--- config.mk ---
export PLATFORM = sky130hd
export DESIGN_NAME = spi_master_flat
export DESIGN_NICKNAME = d
export VERILOG_FILES = /design/src/rtl/spi_pkg.sv /design/src/rtl/spi_master_if.sv /design/src/rtl/spi_clk_gen.sv /design/src/rtl/spi_master.sv /design/src/flat_wrapper.sv
export SDC_FILE = /design/constraint.sdc
export NUM_CORES = 1
export LEC_CHECK = 0
export BUFFER_PORTS_ARGS = -buffer_cell sky130_fd_sc_hd__clkbuf_2
export CAP_MARGIN = 20
export CORE_MARGIN = 3
export CORE_UTILIZATION = 50
export CTS_BUF_LIST = sky130_fd_sc_hd__clkbuf_2 sky130_fd_sc_hd__clkbuf_4 sky130_fd_sc_hd__clkbuf_8
export CTS_CLUSTER_DIAMETER = 50
export DETAILED_ROUTE_END_ITERATION = 7
export PLACE_DENSITY = 0.71
export SLEW_MARGIN = 10
export SYNTH_ARGS = -nofsm -noshare
export SYNTH_HDL_FRONTEND = slang
export SYNTH_SLANG_ARGS = --single-unit
--- constraint.sdc ---
create_clock -name clk -period 3.1 [get_ports clk]
set_clock_uncertainty 0.1 [all_clocks]
set_input_delay 0.31 -clock clk [delete_from_list [all_inputs] [get_ports clk]]
set_output_delay 0.31 -clock clk [all_outputs]
set_load 0.01 [all_outputs]
--- src/rtl/spi_pkg.sv ---
`default_nettype none
// +----------------------------------------------------------------------+
// | Module  : spi_pkg                                                    |
// | Purpose : shared types and constants for the SPI master slice        |
// | Revision: 1.0                                                        |
// +----------------------------------------------------------------------+
package spi_pkg;

  localparam int DATA_W          = 8;
  localparam int CLK_DIV_DEFAULT = 4;
  // Two sclk half-periods per data bit.
  localparam int HALF_PERIODS    = 2 * DATA_W;

  typedef enum logic [1:0] {
    IDLE     = 2'd0,
    SETUP    = 2'd1,
    TRANSFER = 2'd2,
    DONE     = 2'd3
  } spiState_t;

endpackage
`default_nettype wire

--- src/rtl/spi_master_if.sv ---
`default_nettype none
// +----------------------------------------------------------------------+
// | Module  : spi_master_if                                              |
// | Purpose : byte-request handshake and SPI pins of the SPI master      |
// | Revision: 1.0                                                        |
// +----------------------------------------------------------------------+
interface spi_master_if;
  import spi_pkg::*;

  logic              start;
  logic [DATA_W-1:0] tx_data;
  logic [DATA_W-1:0] rx_data;
  logic              busy;
  logic              done;
  logic              sclk;
  logic              cs;
  logic              MOSI;
  logic              MISO;

  modport master (
    input  start, tx_data, MISO,
    output rx_data, busy, done, sclk, cs, MOSI
  );

  modport slave (
    output start, tx_data, MISO,
    input  rx_data, busy, done, sclk, cs, MOSI
  );

endinterface
`default_nettype wire

--- src/rtl/spi_clk_gen.sv ---
`default_nettype none
// +----------------------------------------------------------------------+
// | Module  : spi_clk_gen                                                |
// | Purpose : sclk divider with rise/fall strobes and end-of-frame strobe |
// | Revision: 1.0                                                        |
// +----------------------------------------------------------------------+
module spi_clk_gen
  import spi_pkg::*;
#(
  parameter int CLK_DIV = CLK_DIV_DEFAULT
) (
  input  logic clk,
  input  logic reset,
  input  logic i_en,
  output logic o_sclk,
  output logic o_riseStb,
  output logic o_fallStb,
  output logic o_lastStb
);

  localparam logic [7:0] c_divLast  = 8'(CLK_DIV - 1);
  localparam logic [4:0] c_lastEdge = 5'(HALF_PERIODS);

  logic [7:0] r_divCnt;
  logic [4:0] r_edgeCnt;
  logic       r_sclk;
  logic       w_tick;

  // Strobes fire in the cycle before the boundary edge, so the master
  // updates its registers on the same clk edge that moves sclk.
  assign w_tick    = i_en && (r_divCnt == c_divLast);
  assign o_riseStb = w_tick && (r_edgeCnt != c_lastEdge) && !r_edgeCnt[0];
  assign o_fallStb = w_tick && (r_edgeCnt != c_lastEdge) &&  r_edgeCnt[0];
  assign o_lastStb = w_tick && (r_edgeCnt == c_lastEdge);
  assign o_sclk    = r_sclk;

  always_ff @(posedge clk) begin
    if (!reset || !i_en) begin
      r_divCnt  <= 8'd0;
      r_edgeCnt <= 5'd0;
      r_sclk    <= 1'b0;
    end else if (w_tick) begin
      r_divCnt  <= 8'd0;
      r_edgeCnt <= r_edgeCnt + 5'd1;
      if (o_riseStb || o_fallStb) begin
        r_sclk <= ~r_sclk;
      end
    end else begin
      r_divCnt <= r_divCnt + 8'd1;
    end
  end

endmodule
`default_nettype wire

--- src/rtl/spi_master.sv ---
`default_nettype none
// +----------------------------------------------------------------------+
// | Module  : spi_master                                                 |
// | Purpose : single-byte SPI master; LSB first unless                   |
// |           SPI_MASTER_MSB_FIRST_EN is defined                         |
// | Revision: 1.0                                                        |
// +----------------------------------------------------------------------+
module spi_master
  import spi_pkg::*;
#(
  parameter int CLK_DIV = CLK_DIV_DEFAULT
) (
  input  logic         clk,
  input  logic         reset,
  spi_master_if.master bus
);

  spiState_t         r_state;
  spiState_t         w_nextState;
  logic [DATA_W-1:0] r_txShift;
  logic [DATA_W-1:0] r_rxShift;
  logic [DATA_W-1:0] r_rxData;
  logic              r_busy;
  logic              r_done;
  logic              r_cs;
  logic              r_mosi;

  logic              w_clkEn;
  logic              w_sclk;
  logic              w_rise;
  logic              w_fall;
  logic              w_last;
  logic              w_txBit;
  logic [DATA_W-1:0] w_txNext;
  logic [DATA_W-1:0] w_rxNext;

  assign w_clkEn = (r_state == SETUP) || (r_state == TRANSFER);

  spi_clk_gen #(
    .CLK_DIV (CLK_DIV)
  ) u_clkGen (
    .clk       (clk),
    .reset     (reset),
    .i_en      (w_clkEn),
    .o_sclk    (w_sclk),
    .o_riseStb (w_rise),
    .o_fallStb (w_fall),
    .o_lastStb (w_last)
  );

`ifdef SPI_MASTER_MSB_FIRST_EN
  assign w_txBit  = r_txShift[DATA_W-1];
  assign w_txNext = {r_txShift[DATA_W-2:0], 1'b0};
  assign w_rxNext = {r_rxShift[DATA_W-2:0], bus.MISO};
`else
  assign w_txBit  = r_txShift[0];
  assign w_txNext = {1'b0, r_txShift[DATA_W-1:1]};
  assign w_rxNext = {bus.MISO, r_rxShift[DATA_W-1:1]};
`endif

  always_ff @(posedge clk) begin
    if (!reset) begin
      r_state <= IDLE;
    end else begin
      r_state <= w_nextState;
    end
  end

  always_comb begin
    w_nextState = r_state;
    case (r_state)
      IDLE:     if (bus.start) w_nextState = SETUP;
      SETUP:    if (w_rise)    w_nextState = TRANSFER;
      TRANSFER: if (w_last)    w_nextState = DONE;
      DONE:                    w_nextState = IDLE;
      default:                 w_nextState = IDLE;
    endcase
  end

  always_ff @(posedge clk) begin
    if (!reset) begin
      r_txShift <= '0;
      r_rxShift <= '0;
      r_rxData  <= '0;
      r_busy    <= 1'b0;
      r_done    <= 1'b0;
      r_cs      <= 1'b1;
      r_mosi    <= 1'b0;
    end else begin
      r_done <= 1'b0;
      if ((r_state == IDLE) && bus.start) begin
        r_txShift <= bus.tx_data;
        r_rxShift <= '0;
        r_busy    <= 1'b1;
        r_cs      <= 1'b0;
      end
      if (w_rise) begin
        r_mosi    <= w_txBit;
        r_txShift <= w_txNext;
      end
      if (w_fall) begin
        r_rxShift <= w_rxNext;
      end
      // rx_data only ever takes a complete frame.
      if (w_last) begin
        r_done   <= 1'b1;
        r_cs     <= 1'b1;
        r_rxData <= r_rxShift;
      end
      if (r_state == DONE) begin
        r_busy <= 1'b0;
      end
    end
  end

  assign bus.rx_data = r_rxData;
  assign bus.busy    = r_busy;
  assign bus.done    = r_done;
  assign bus.sclk    = w_sclk;
  assign bus.cs      = r_cs;
  assign bus.MOSI    = r_mosi;

endmodule
`default_nettype wire

--- src/flat_wrapper.sv ---
// flat-port wrapper written by rule: the top's interface ports become plain ports
module spi_master_flat import spi_pkg::*;
#(
  parameter int CLK_DIV = CLK_DIV_DEFAULT
)
  (clk, reset, bus_start, bus_tx_data, bus_MISO, bus_rx_data, bus_busy, bus_done, bus_sclk, bus_cs, bus_MOSI);
  spi_master_if bus_i ();
  input  logic clk;
  input  logic reset;
  input wire logic [$bits(bus_i.start)-1:0] bus_start;
  input wire logic [$bits(bus_i.tx_data)-1:0] bus_tx_data;
  input wire logic [$bits(bus_i.MISO)-1:0] bus_MISO;
  output wire logic [$bits(bus_i.rx_data)-1:0] bus_rx_data;
  output wire logic [$bits(bus_i.busy)-1:0] bus_busy;
  output wire logic [$bits(bus_i.done)-1:0] bus_done;
  output wire logic [$bits(bus_i.sclk)-1:0] bus_sclk;
  output wire logic [$bits(bus_i.cs)-1:0] bus_cs;
  output wire logic [$bits(bus_i.MOSI)-1:0] bus_MOSI;
  assign bus_i.start = bus_start;
  assign bus_i.tx_data = bus_tx_data;
  assign bus_i.MISO = bus_MISO;
  assign bus_rx_data = bus_i.rx_data;
  assign bus_busy = bus_i.busy;
  assign bus_done = bus_i.done;
  assign bus_sclk = bus_i.sclk;
  assign bus_cs = bus_i.cs;
  assign bus_MOSI = bus_i.MOSI;
  spi_master #(.CLK_DIV(CLK_DIV)) u_core (.clk(clk), .reset(reset), .bus(bus_i));
endmodule
==> After elaboration in Yosys (flattened, before gate mapping) <==
Index checks and enable logic that the tools add are counted.
W data, S select, Z words.
{ "classes": {"n_eq_ne": 9, "n_reduce_logical": 21, "bitwise_logic": 2, "n_mux": 9, "n_addsub": 2} }
{ "ops": {"columns": ["operator", "count"], "rows": [
  ["$mux W8", 2],
  ["$mux W7", 2],
  ["$add A8 B1 Y8 const B", 1],
  ["$eq A8 B2 Y1 const B", 1],
  ["$pmux W2 S4", 1],
  ["$reduce_or A2 Y1", 4],
  ["$logic_and A1 B1 Y1", 6],
  ["$mux W2", 3],
  ["$ne A2 B2 Y1 const B", 3],
  ["$add A5 B1 Y5 const B", 1],
  ["$eq A5 B5 Y1 const B", 1],
  ["$ne A5 B5 Y1 const B", 1],
  ["$eq A2 B2 Y1 const B", 2],
  ["$reduce_bool A2 Y1", 2],
  ["$logic_not A1 Y1", 3],
  ["$logic_or A1 B1 Y1", 3],
  ["$reduce_and A3 Y1", 1],
  ["$eq A2 B1 Y1 const B", 1],
  ["$logic_not A2 Y1", 1],
  ["$not A1 Y1", 2],
  ["$reduce_and A2 Y1", 1],
  ["$mux W1", 1]
]} }
{ "totals": {"in_bits": 12, "output_inout_bits": 13, "register_bits": 44, "wordCells": 55} }

==> Depth between registers and ports, before layout <==
{ "depth": {"depth_word": 7, "ltp_mapped": 7, "ltp_nobuf": 6} }

==> Hierarchy <==
A second synthesis with hierarchy kept.
{ "hier_totals": {"cells_unflattened": 200, "area_unflattened_um2": 1913.1} }
{ "modules_own_cells": {"columns": ["mod", "cells_per_inst", "seq_area_each_um2", "n_inst", "area_per_inst_um2"], "rows": [
  ["spi_master", 124, 600.6, 1, 1242.4],
  ["spi_clk_gen", 76, 280.3, 1, 670.6]
]} }

==> Worst setup path after synthesis <==
No wires, ideal clock.
{ "synth_timing": {"path_kind": "flip-flop to flip-flop", "from": "register u_core.r_state[1]", "to": "register u_core.r_state[0]", "path_stages_with_launch": 7, "arrival_ns": 1.998, "required_ns": 2.914, "path_slack_ns": 0.916, "synth_period_minus_slack_ns": 2.184, "n_path_buf": 0, "cell_sequence": "dfxtp_1 -> inv_1 -> ha_1 -> nor4b_4 -> nand4_4 -> a221o_1 -> a211oi_1"} }
{ "synth_between": {"elab_chain_cells": 7, "word_cells_on_any_way": 14, "cone_classes": "6 x eq/ne; 1 x mux; 7 x reduce/logical"} }
{ "synth_rtl": {"columns": ["element", "line_no", "source"], "rows": [
  ["start, declared", "spi_master.sv:18", "spiState_t r_state;"],
  ["start signal, assigned", "spi_master.sv:65", "r_state <= w_nextState;"],
  ["$eq A2 B1 Y1 / $eq A2 B2 Y1 (equally long branches)", "spi_master.sv:37, spi_master.sv:71", null],
  ["$logic_or A1 B1 Y1", "spi_master.sv:37", "assign w_clkEn = (r_state == SETUP) || (r_state == TRANSFER);"],
  ["$logic_and A1 B1 Y1", "spi_clk_gen.sv:31", "assign w_tick = i_en && (r_divCnt == c_divLast);"],
  ["$logic_and A1 B1 Y1 (2 in a row)", "spi_clk_gen.sv:32", "assign o_riseStb = w_tick && (r_edgeCnt != c_lastEdge) && !r_edgeCnt[0];"],
  ["$ne A2 B2 Y1 (no line)", null, null],
  ["$reduce_and A3 Y1 (no line)", null, null]
]} }
Parallel ways exist; a longest one is shown, timed or not.
A chain may end at the register's enable or synchronous reset.

==> Worst setup path in the final report <==
{ "layout_timing": {"from": "register u_core.r_state[0]", "to": "register u_core.r_state[0]"} }
The elaborated chain is that of the path after synthesis.

==> summary.md <==
| Metric | Value |
|---|---|
| CTS max path bufs | 2 |
| Switching share of power | a little under a third |
| Netlist cell types | 28 |
| FMAX | 389 MHz |
| Worst skew pair latency | 0.30 ns |
| Ant diodes | 0 |
| Cts bufs inserted | 5 |
| HP Class | input pin to flop |
| Via density | around 5.2 |
| Pre-antenna DRT Iters | 4 |
| Max transition margin | 41.2% |
| Slowest-stage cell, CP | nor4b_4 |
| Initial antenna violation count | 0 |
| RSZ-0062 raised after global routing | no |
| I/O pin count | 25 |
| Die Ht | about 67 um |
| YS warnings | 0 |
| WP data arrival | between 2 and 3 ns |
| CP Max Fanout | 18 |
| Final nets | 229 |
| Placer congestion estimate | 0.786 |
| GRT Overall Usage | between 15 and 20% |
| Maximum vdd ir drop | 405 uV |
| Vias | 1,341 |
| Die width | 66.9 um |
| Final ANT Viol Nets | 0 |
| Seq cells post-synth | 44 |
| Clock network fraction of total power | a little under a third |
| Leak | 0.967 nW |
| Finished Layout Cells | roughly 260 |
| Post-Synthesis Cells | 182 |
| Cells along the critical path | inv_1 -> ha_1 -> nor4b_4 -> nand4_4 -> a221o_1 -> a211oi_1 |
| Clk sink count | 44 |
| Row cnt | 21 |
| Cell-internal power | approximately 1 mW |
| CTS resizes | 0 |
| Reg-to-reg slack, setup | between 0.5 and 0.6 ns |
| R2R Path End | u_core.r_state[0]$_SDFFE_PN0P_ |
| Initial DRC Count | 90 |
| Critical hold path startpoint | bus_MISO |
| Crit. End Element | flop |
| Synth area leader | dfxtp_1 |
| P_sw | 0.427 mW |
| First-pass GRT wire length | 5770 um |
| Area share of the largest cell type after synthesis | 47.4% |
| Reg2Reg Depth | 6 |
| Area Overhead vs Synth | 15.0% |
| DR WL/cell | ~13 um |
| Actual slew at the worst max-slew pin | between 0.8 and 0.9 ns |
| Placed cells | 248 |
| Fin. max-slew vios | 0 |
| Final period util | 83.0% |
| CP startpoint | u_core.r_state[0]$_SDFFE_PN0P_ |
| Fin. Hold Viols | 0 |
| Setup TNS | 0 ns |
| Initial Utilization | 53.5% |
| Cell Area, Placed | 2020 sq um |
| GR Overflow Total | 0 |
| Final setup viols | 0 |
| Post-CTS Setup Inserts | 0 |
| Max incr delay on CP | between 0.5 and 0.6 ns |
| Crit path kind | flop to flop |
| Reg2reg start | u_core.r_state[0]$_SDFFE_PN0P_ |
| Largest cells by area after synthesis | dfxtp_1, mux2i_1, nor2_1 |
| Die area | between 4000 and 5000 sq um |
| Hold buffers post-CTS | 0 |
| Drt drc | 0 |
| Seq pwr share | between 40% and 50% |
| Port Buf Inserts | 24 |
| Largest net degree at the start of global routing | 21 |
| Most frequent cells in the layout | dfxtp_1, nor2_1, clkbuf_2 |
| CTS tree | built |
| WL final | 3420 um |
| Vias in the first global route | 1,296 |
| Status | finished clean |
| Clk slew on worst S/H paths | 0.09 ns |
| MaxCap Viol Count | 0 |
| Commonest non-fill, non-tap cell in the layout | dfxtp_1 |
| Avg Synthesized Cell Area | 10.2 sq um |
| Hold endpoint | u_core.r_rxShift[7]$_SDFFE_PN0P_ |
| Post-Syn Area | 1860 sq um |
| H-tree level count | 2 |
| CP Launch Type | flop |
| Placeable Area | 3470 sq um |
| Layout cells sized above 1 | 17.6% |
| Sequential cell area fraction in the yosys report | 47.4% |
| Root Driver | clkbuf_8 |
| Comb power frac | 22.4% |
| Final worst path period need | approximately 2.6 ns |
| Syn Nets | 202 |
| Fin area | 2130 sq um |
| Detailed placement HPWL | 2520 um |
| Required @ worst endpoint | ~3.2 ns |
| Cells on Worst Hold Path | 3 |
| Cell Pwr Density | 662 nW/um^2 |
-- layer usage --
layer,share of wire (%),track usage [%],wire length [um],vias to the layer above
met1,47,20.1,1600,630
met4,0.70,4.56,24,0
met5,0,0,0,-
li1,-,-,-,690
met3,3.1,5.56,105,4
met2,49,29.2,1690,17
-- registers in the layout (all words and copies together), names as in the netlist --
signal	flops
u_core.r_rxShift	8
u_core.u_clkGen.o_sclk	1
u_core.bus.MOSI	1
u_core.bus.rx_data	8
u_core.r_state	2
u_core.r_txShift	8
u_core.bus.done	1
u_core.bus.cs	1
u_core.u_clkGen.r_divCnt	8
u_core.u_clkGen.r_edgeCnt	5
u_core.bus.busy	1
-- metrics by stage --
stage	power (mW)	setup slack, ns	hold WS (ns)	utilization [%]
after floorplan	0.903	0.916	0.334	-
after global placement	0.959	0.666	0.331	58.2
after detailed placement	0.979	0.552	0.355	58.2
after CTS	1.43	0.529	0.138	61.5
after global routing	1.49	0.378	0.141	61.5
final	1.41	0.527	0.135	61.5
-- cell families (layout without fill, tap and decap cells) --
logic type | count (synthesis) | in the layout | synth area share, %
flops | 44 | 44 | 47.4
simple gates | 70 | 70 | 21.3
fa+ha+maj | 8 | 8 | 5.39
buf+inv | 10 | 38 | 2.02
xor+xnor | 11 | 11 | 5.19
mux | 18 | 18 | 9.77
compound gates | 21 | 21 | 8.90
-- worst max path at each step --
| stage | endpoint | slack [ns] | cells after the start |
|---|---|---|---|
| global placement | u_core.r_state[0]$_SDFFE_PN0P_ | 0.67 | 6 |
| global route | u_core.r_state[0]$_SDFFE_PN0P_ | 0.38 | 6 |
| detailed placement | u_core.r_state[0]$_SDFFE_PN0P_ | 0.55 | 6 |
| CTS | u_core.r_state[0]$_SDFFE_PN0P_ | 0.53 | 6 |
| finish | u_core.r_state[0]$_SDFFE_PN0P_ | 0.53 | 6 |
| floorplan | u_core.r_state[0]$_SDFFE_PN0P_ | 0.92 | 6 |
-- power by group through the flow --
stage	registers (mW)	clock network (mW)	logic, mW
global placement	0.657	0	0.303
finish	0.650	0.446	0.317
floorplan	0.658	0	0.245
CTS	0.650	0.456	0.319
global route	0.656	0.483	0.354
detailed placement	0.662	0	0.317
-- cell type report --
| type | count | area [sq um] |
|---|---|---|
| fill | 296 | 1330 |
| multi-input combinational | 128 | 938 |
| sequential | 44 | 881 |
| timing repair buffer | 24 | 120 |
| clock buffer | 5 | 68.8 |
| tap | 46 | 57.6 |
| clock inverter | 3 | 46.3 |
| inverter | 6 | 22.5 |
-- critical path: cells and delay by family (launching register included) --
| family | cells | cell delay [ns] |
|---|---|---|
| fa+ha+maj | 1 | 0.34 |
| compound gates | 2 | 0.70 |
| simple gates | 2 | 0.86 |
| flops | 1 | 0.38 |
| buf+inv | 1 | 0.11 |
-- synth_stat cells --
cell / instances
and3_1: 4
nand2_1: 7
buf_1: 1
inv_1: 6
nand4_1: 1
a31oi_1: 1
nand3_1: 11
a221o_1: 1
a21oi_1: 2
and2_1: 9
nor4bb_1: 1
xnor2_1: 2
nor2_1: 30
a22o_1: 8
a2111oi_0: 1
ha_1: 8
xor2_1: 9
nor2b_1: 1
nand4bb_1: 1
nor4b_4: 2
mux2i_1: 17
nand4_4: 1
nand4_2: 1
dfxtp_1: 44
a211oi_1: 8
clkbuf_1: 3
nor3_1: 1
mux2_2: 1
Power figures use the tool's default switching activity.
